**src/rtl/key_updown_counter_if.sv**
```systemverilog
// Key/counter bundle between the raw key pads and the display/LED logic.
// The counter takes the slave side; whoever drives the keys takes master.
interface key_updown_counter_if #(
    parameter int WIDTH = 4
);
    logic             key_up;
    logic             key_down;
    logic             key_clr;
    logic [WIDTH-1:0] count;
    logic             up_pulse;
    logic             down_pulse;
    logic             wrapped;
    logic             at_max;
    logic             at_min;

    modport master (
        output key_up,
        output key_down,
        output key_clr,
        input  count,
        input  up_pulse,
        input  down_pulse,
        input  wrapped,
        input  at_max,
        input  at_min
    );

    modport slave (
        input  key_up,
        input  key_down,
        input  key_clr,
        output count,
        output up_pulse,
        output down_pulse,
        output wrapped,
        output at_max,
        output at_min
    );
endinterface

```
**src/rtl/key_updown_counter.sv**
```systemverilog
// Debounced up/down/clear key counter with saturate or wrap limits.
// Define KEY_COUNTER_AUTOREPEAT_EN to add hold-to-repeat on up/down.
module key_updown_counter #(
    parameter int F_CLK      = 50000000,
    parameter int WIDTH      = 4,
    parameter int MIN_VAL    = 0,
    parameter int MAX_VAL    = 2**WIDTH-1,
    parameter int WRAP       = 0,
    parameter int DEB_MS     = 20,
    parameter int RPT_DLY_MS = 500,
    parameter int RPT_PER_MS = 100
) (
    input logic clk,
    input logic rst,
    key_updown_counter_if.slave bus
);
    localparam int DEB_CYCLES = F_CLK / 1000 * DEB_MS;
    localparam int DW = $clog2(DEB_CYCLES + 1);
    localparam logic [DW-1:0] DEB_LAST = DW'(DEB_CYCLES - 1);
    localparam logic [WIDTH:0] MIN_W = (WIDTH+1)'(MIN_VAL);
    localparam logic [WIDTH:0] MAX_W = (WIDTH+1)'(MAX_VAL);

    // Key index: 0 = up, 1 = down, 2 = clear.
    logic [2:0]    raw;
    logic [2:0]    s1;
    logic [2:0]    s2;
    logic [2:0]    deb;
    logic [2:0]    deb_d;
    logic [2:0]    armed;
    logic [2:0]    press;
    logic [DW-1:0] dcnt [3];
    logic [DW-1:0] qcnt [3];
    logic [1:0]    step;
    logic          clr_ev;

    assign raw    = {bus.key_clr, bus.key_down, bus.key_up};
    assign press  = deb_d & ~deb & armed;
    assign clr_ev = press[2];

    // Synchronise, debounce, and arm each key only after a clean release
    // so a key held through reset cannot fire until released and re-pressed.
    always_ff @(posedge clk) begin
        if (rst) begin
            s1    <= '1;
            s2    <= '1;
            deb   <= '1;
            deb_d <= '1;
            armed <= '0;
            for (int i = 0; i < 3; i++) begin
                dcnt[i] <= '0;
                qcnt[i] <= '0;
            end
        end else begin
            s1    <= raw;
            s2    <= s1;
            deb_d <= deb;
            for (int i = 0; i < 3; i++) begin
                if (s2[i] == deb[i]) begin
                    dcnt[i] <= '0;
                end else if (dcnt[i] == DEB_LAST) begin
                    deb[i]  <= s2[i];
                    dcnt[i] <= '0;
                end else begin
                    dcnt[i] <= dcnt[i] + 1'b1;
                end
                if (!armed[i]) begin
                    if (!s2[i]) begin
                        qcnt[i] <= '0;
                    end else if (qcnt[i] == DEB_LAST) begin
                        armed[i] <= 1'b1;
                        qcnt[i]  <= '0;
                    end else begin
                        qcnt[i] <= qcnt[i] + 1'b1;
                    end
                end
            end
        end
    end

`ifdef KEY_COUNTER_AUTOREPEAT_EN
    localparam int RPT_DLY = F_CLK / 1000 * RPT_DLY_MS;
    localparam int RPT_PER = F_CLK / 1000 * RPT_PER_MS;
    localparam int RPT_MAX = (RPT_DLY > RPT_PER) ? RPT_DLY : RPT_PER;
    localparam int TW = $clog2(RPT_MAX + 1);
    localparam logic [TW-1:0] DLY_LAST = TW'(RPT_DLY - 1);
    localparam logic [TW-1:0] PER_LAST = TW'(RPT_PER - 1);

    typedef enum logic [1:0] {
        IDLE,
        HOLD,
        REPEAT
    } rpt_t;

    rpt_t          st   [2];
    rpt_t          st_n [2];
    logic [TW-1:0] tmr  [2];
    logic [TW-1:0] tmr_n[2];

    // Repeat state and hold timers for up and down.
    always_ff @(posedge clk) begin
        if (rst) begin
            for (int i = 0; i < 2; i++) begin
                st[i]  <= IDLE;
                tmr[i] <= '0;
            end
        end else begin
            for (int i = 0; i < 2; i++) begin
                st[i]  <= st_n[i];
                tmr[i] <= tmr_n[i];
            end
        end
    end

    // Step on press, after the initial delay, then once per period.
    always_comb begin
        step = '0;
        for (int i = 0; i < 2; i++) begin
            st_n[i]  = st[i];
            tmr_n[i] = tmr[i];
            unique case (st[i])
                IDLE: begin
                    tmr_n[i] = '0;
                    if (press[i]) begin
                        step[i] = 1'b1;
                        st_n[i] = HOLD;
                    end
                end
                HOLD: begin
                    if (deb[i]) begin
                        st_n[i] = IDLE;
                    end else if (tmr[i] == DLY_LAST) begin
                        step[i]  = 1'b1;
                        st_n[i]  = REPEAT;
                        tmr_n[i] = '0;
                    end else begin
                        tmr_n[i] = tmr[i] + 1'b1;
                    end
                end
                REPEAT: begin
                    if (deb[i]) begin
                        st_n[i] = IDLE;
                    end else if (tmr[i] == PER_LAST) begin
                        step[i]  = 1'b1;
                        tmr_n[i] = '0;
                    end else begin
                        tmr_n[i] = tmr[i] + 1'b1;
                    end
                end
                default: st_n[i] = IDLE;
            endcase
        end
    end
`else
    logic unused_rpt;

    assign step       = press[1:0];
    assign unused_rpt = (RPT_DLY_MS + RPT_PER_MS) != 0;
`endif

    logic [WIDTH-1:0] count_q;
    logic [WIDTH:0]   cur;
    logic [WIDTH:0]   cnt_n;
    logic [3:0]       sel;
    logic             up_n;
    logic             dn_n;
    logic             wr_n;

    assign cur = {1'b0, count_q};
    assign sel = {
        clr_ev,
        ~clr_ev &  step[0] &  step[1],
        ~clr_ev &  step[0] & ~step[1],
        ~clr_ev & ~step[0] &  step[1]
    };

    // Next count: clear beats steps, opposing steps cancel.
    always_comb begin
        cnt_n = cur;
        up_n  = 1'b0;
        dn_n  = 1'b0;
        wr_n  = 1'b0;
        unique case (1'b1)
            sel[3]: cnt_n = MIN_W;
            sel[2]: cnt_n = cur;
            sel[1]: begin
                if (cur < MAX_W) begin
                    cnt_n = cur + 1'b1;
                    up_n  = 1'b1;
                end else if (WRAP != 0) begin
                    cnt_n = MIN_W;
                    up_n  = 1'b1;
                    wr_n  = 1'b1;
                end
            end
            sel[0]: begin
                if (cur > MIN_W) begin
                    cnt_n = cur - 1'b1;
                    dn_n  = 1'b1;
                end else if (WRAP != 0) begin
                    cnt_n = MAX_W;
                    dn_n  = 1'b1;
                    wr_n  = 1'b1;
                end
            end
            default: cnt_n = cur;
        endcase
    end

    logic up_q;
    logic dn_q;
    logic wr_q;
    logic max_q;
    logic min_q;

    // Count, pulses and limit flags all register on the same edge.
    always_ff @(posedge clk) begin
        if (rst) begin
            count_q <= MIN_W[WIDTH-1:0];
            up_q    <= 1'b0;
            dn_q    <= 1'b0;
            wr_q    <= 1'b0;
            max_q   <= 1'b0;
            min_q   <= 1'b1;
        end else begin
            count_q <= cnt_n[WIDTH-1:0];
            up_q    <= up_n;
            dn_q    <= dn_n;
            wr_q    <= wr_n;
            max_q   <= (cnt_n == MAX_W);
            min_q   <= (cnt_n == MIN_W);
        end
    end

    assign bus.count      = count_q;
    assign bus.up_pulse   = up_q;
    assign bus.down_pulse = dn_q;
    assign bus.wrapped    = wr_q;
    assign bus.at_max     = max_q;
    assign bus.at_min     = min_q;
endmodule
```
**src/flat_wrapper.sv**
```systemverilog
// flat-port wrapper written by rule: the top's interface ports become plain ports
module key_updown_counter_flat 
#(
    parameter int F_CLK      = 50000000,
    parameter int WIDTH      = 4,
    parameter int MIN_VAL    = 0,
    parameter int MAX_VAL    = 2**WIDTH-1,
    parameter int WRAP       = 0,
    parameter int DEB_MS     = 20,
    parameter int RPT_DLY_MS = 500,
    parameter int RPT_PER_MS = 100
)
  (clk, rst, bus_key_up, bus_key_down, bus_key_clr, bus_count, bus_up_pulse, bus_down_pulse, bus_wrapped, bus_at_max, bus_at_min);
  key_updown_counter_if #(.WIDTH(WIDTH)) bus_i ();
  input logic clk;
  input logic rst;
  input wire logic [$bits(bus_i.key_up)-1:0] bus_key_up;
  input wire logic [$bits(bus_i.key_down)-1:0] bus_key_down;
  input wire logic [$bits(bus_i.key_clr)-1:0] bus_key_clr;
  output wire logic [$bits(bus_i.count)-1:0] bus_count;
  output wire logic [$bits(bus_i.up_pulse)-1:0] bus_up_pulse;
  output wire logic [$bits(bus_i.down_pulse)-1:0] bus_down_pulse;
  output wire logic [$bits(bus_i.wrapped)-1:0] bus_wrapped;
  output wire logic [$bits(bus_i.at_max)-1:0] bus_at_max;
  output wire logic [$bits(bus_i.at_min)-1:0] bus_at_min;
  assign bus_i.key_up = bus_key_up;
  assign bus_i.key_down = bus_key_down;
  assign bus_i.key_clr = bus_key_clr;
  assign bus_count = bus_i.count;
  assign bus_up_pulse = bus_i.up_pulse;
  assign bus_down_pulse = bus_i.down_pulse;
  assign bus_wrapped = bus_i.wrapped;
  assign bus_at_max = bus_i.at_max;
  assign bus_at_min = bus_i.at_min;
  key_updown_counter #(.F_CLK(F_CLK), .WIDTH(WIDTH), .MIN_VAL(MIN_VAL), .MAX_VAL(MAX_VAL), .WRAP(WRAP), .DEB_MS(DEB_MS), .RPT_DLY_MS(RPT_DLY_MS), .RPT_PER_MS(RPT_PER_MS)) u_core (.clk(clk), .rst(rst), .bus(bus_i));
endmodule
```
**config.mk**
```make
export PLATFORM = sky130hd
export DESIGN_NAME = key_updown_counter_flat
export DESIGN_NICKNAME = d
export VERILOG_FILES = /design/src/rtl/key_updown_counter_if.sv /design/src/rtl/key_updown_counter.sv /design/src/flat_wrapper.sv
export SDC_FILE = /design/constraint.sdc
export NUM_CORES = 1
export LEC_CHECK = 0
export BUFFER_PORTS_ARGS = -buffer_cell sky130_fd_sc_hd__clkbuf_2
export CORE_MARGIN = 3
export CORE_UTILIZATION = 55
export CTS_CLUSTER_SIZE = 30
export DETAILED_ROUTE_END_ITERATION = 16
export PLACE_DENSITY = 0.76
export SLEW_MARGIN = 25
export SYNTH_ARGS = -nofsm -noshare
export SYNTH_HDL_FRONTEND = slang
export SYNTH_SLANG_ARGS = --single-unit
```
**constraint.sdc**
```tcl
create_clock -name clk -period 5 [get_ports clk]
set_clock_uncertainty 0.1 [all_clocks]
set_input_delay 0.25 -clock clk [delete_from_list [all_inputs] [get_ports clk]]
set_output_delay 0.25 -clock clk [all_outputs]
set_load 0.05 [all_outputs]
```
==> flow_summary_export.csv <==
group,metric,value,unit
setup_path,critPathLaunchType,"flop",
finish,final_common_cell,"nor2_1",
drt,vias,5145,
setup_path,regToRegEndpoint,"u_core.dcnt[2][2]",
clock_network,clockBufferDepth,2,
clock_network,cts.sinks,143,
power,swShare,20.04,%
sta,final-max-slew-violation-count,0,
clock_network,clkTransAtPathRegs,60,ps
power,clkPwrFrac,46.8,%
setup_path,endpoint_kind,"flop",
hold_path,hold_depth,2,
drt,drtIter0Drc,319,
yosys,ys_warn_count,0,
sta,finalHoldViolCount,0,
floorplan,io_pins,14,
clock_network,cts_buffers,17,
sta,fin_setup_tns,0,ps
sta,tightest_slew,966.5,ps
setup_path,crit_chain,"nor4b_1 > nand4_1 > nor4_1 > or3_1 > nor2_1",
placement,port_buffers,12,
clock_network,cts_root_buf,"clkbuf_16",
finish,fin_cells,961,
sta,fin_crit,2457,ps
flow_run,maxCapViolations,0,
drt,vias_per_cell,5.354,
placement,dpl.hpwl,8839,um
yosys,synth-seq-cells,143,
setup_path,setup.worst_path.class,"reg2reg",
power,p_comb_share,3.2,%
placement,finalWeightedCongestion,0.8597,
finish,layout-drive-gt1-share,6.844,%
drt,antenna_left,0,
sta,rsz0062_at_grt,"false",
grt,antenna_found_initial,0,
setup_path,reg2regPathDepth,5,
sta,slew_headroom,35.57,%
finish,fin_nets,789,
grt,grtUsageTotal,19.08,%
yosys,ys_seq_area_share,55.18,%
clock_network,htreeDepth,4,
grt,grt_first_pass_wirelength,22490,um
floorplan,rows,41,
setup_path,worstPathMaxFanout,20,
floorplan,coreArea,12880,sq um
setup_path,cp.arrival,2500,ps
hold_path,hold_class,"in2reg",
drt,dr.pass1.iters,5,
finish,num_antenna_cells,0,
outcome,run_status,"completed",
yosys,syn_avg_cell_area,10.46,sq um
power,p_sw,540.8,uW
yosys,synth_largest_area_cell,"edfxtp_1",
floorplan,die_x,121.7,um
grt,grt_pass1_vias,4947,
clock_network,tritoncts,"done",
sta,fmax,407.0,MHz
floorplan,dieArea,14810,sq um
setup_path,critical_path_required,5050,ps
power,power_density,321.7,nW/um^2
yosys,synth.top_cell.area_share,48.93,%
yosys,syn_area,7365,sq um
drt,routedWlPerCell,13.74,um
finish,fin_util,65.13,%
finish,area.growth.synth_to_final,13.88,%
hold_path,min_to,"u_core.armed[1]",
yosys,synthCells,704,
power,power,2698,uW
floorplan,floorplan.initialDensity,57.20,%
sta,period_share,49.14,%
grt,globalRoute.totalOverflow,0,
setup_path,r2r_setup_slack,2540,ps
finish,final_cell_mix,"nor2_1 (155), edfxtp_1 (120), conb_1 (61), xor2_1 (55), xnor2_1 (55)",
yosys,yosys-top-cells-area,"edfxtp_1 (49%), nor2_1 (7.9%), xnor2_1 (6.5%), xor2_1 (6.5%), dfxtp_1 (6.3%)",
hold_path,hold_start,"rst",
floorplan,die_y,121.7,um
setup_path,cp_slowest_stage_delay,600,ps
grt,grt_max_degree,26,
sta,setup_viol,0,
power,power_leakage,0.002931,uW
power,internal-power,2157,uW
yosys,ys_types,46,
setup_path,crit_slowest_cell,"or3_1",
drt,wl,13210,um
power,pwr-share-seq,50.0,%
placement,dp.cells,926,
clock_network,insertion_delay,430,ps
setup_path,r2r-start,"u_core.dcnt[2][13]",
power,irDropWorstVdd,0.2606,mV
drt,drc,0,
[through the flow]
| step | cell area, sq um | hold slack (ps) | worst slack, ps |
|---|---|---|---|
| detailed placement | 7759 | 299.2 | 2525 |
| CTS | 8387 | 192.8 | 2502 |
| global route | 8387 | 269.8 | 2253 |
| floorplan | 7586 | 253.8 | 2904 |
| finish | 8387 | 204.1 | 2543 |
| global placement | 7759 | 298.0 | 2600 |
[state kept, by name (all words and copies together), names as in the netlist, 3 cells and up]
signal            flops
u_core.s2             3
u_core.armed          3
u_core.dcnt          60
u_core.deb_d          3
u_core.qcnt          60
u_core.s1             3
u_core.bus.count      4
u_core.deb            3
[layout make-up]
type	instances	area (sq um)
well taps	172	215.2
clock buffers	26	519.2
multi-input cells	578	3341
repair buffers	15	90.09
inverters	21	78.83
fillers	1034	4489
flip-flops and latches	143	4064
clock inverters	6	78.83
[per-layer routing]
metal / global-route usage (%) / wire (um) / vias to the layer above
met1: 24.09 / 6020 / 2471
met2: 31.40 / 6468 / 78
met3: 5.432 / 555 / 16
met5: 0 / 0 / -
li1: - / - / 2580
met4: 7.143 / 161 / 0
[power groups by stage]
stage	Sequential [uW]	Combinational, uW	Clock, uW
after floorplan	1370	68.0	0
after global placement	1370	80.5	0
after detailed placement	1370	83.5	0
after CTS	1350	86.2	1290
after global routing	1350	101	1340
final	1350	87.0	1260
[what timing repair did]
action	in CTS	in global routing
setup buffers	0	0
resized for setup	0	0
hold endpoints to repair	3	0
hold buffers	3	0
[how the worst max path moves through the flow]
stage | startpoint | end | slack [ps] | depth (start not counted)
after floorplan | u_core.bus.count[0] | u_core.bus.at_min | 2900 | 7
after global routing | u_core.dcnt[2][13] | u_core.dcnt[2][2] | 2250 | 5
after detailed placement | u_core.dcnt[0][12] | u_core.dcnt[0][15] | 2530 | 5
after CTS | u_core.dcnt[0][12] | u_core.dcnt[0][11] | 2500 | 5
final | u_core.dcnt[2][13] | u_core.dcnt[2][2] | 2540 | 5
after global placement | u_core.dcnt[0][12] | u_core.dcnt[0][18] | 2600 | 5
[cell usage after synthesis, drive strengths merged]
library cell	number
nor3	16
a211o	4
a21oi	5
nor4	17
o31ai	1
and4	13
nor3b	3
inv	21
clkbuf	9
dfxtp	23
or2	9
a311oi	1
nand3b	6
o21ai	1
and3b	1
o41ai	1
buf	12
o21bai	1
nand2b	4
a41o	1
or3	5
nand3	41
nor2	155
xor2	55
and2	3
xnor2	55
and3	9
a311o	1
nand4	33
a31oi	1
nand2	44
ha	8
conb	2
edfxtp	120
nor4b	8
a32o	1
nor2b	6
or4b	3
o311ai	1
or4	4
[critical path: cells and delay by family (launching register included)]
kind / cells / cell delay, ps
DFF: 1 / 470
and+or+nand+nor: 5 / 1620
[kinds of logic (layout without fill, tap and decap cells)]
logic type / count (synthesis) / after routing / synth area share [%]
flops: 143 / 143 / 55.18
buf+inv: 42 / 68 / 2.464
other cells: 2 / 61 / 0.1020
compound gates: 19 / 19 / 1.954
simple gates: 380 / 380 / 25.86
xor+xnor: 110 / 110 / 13.08
fa+ha+maj: 8 / 8 / 1.359
Note: power is estimated with default switching activity, not from simulation.
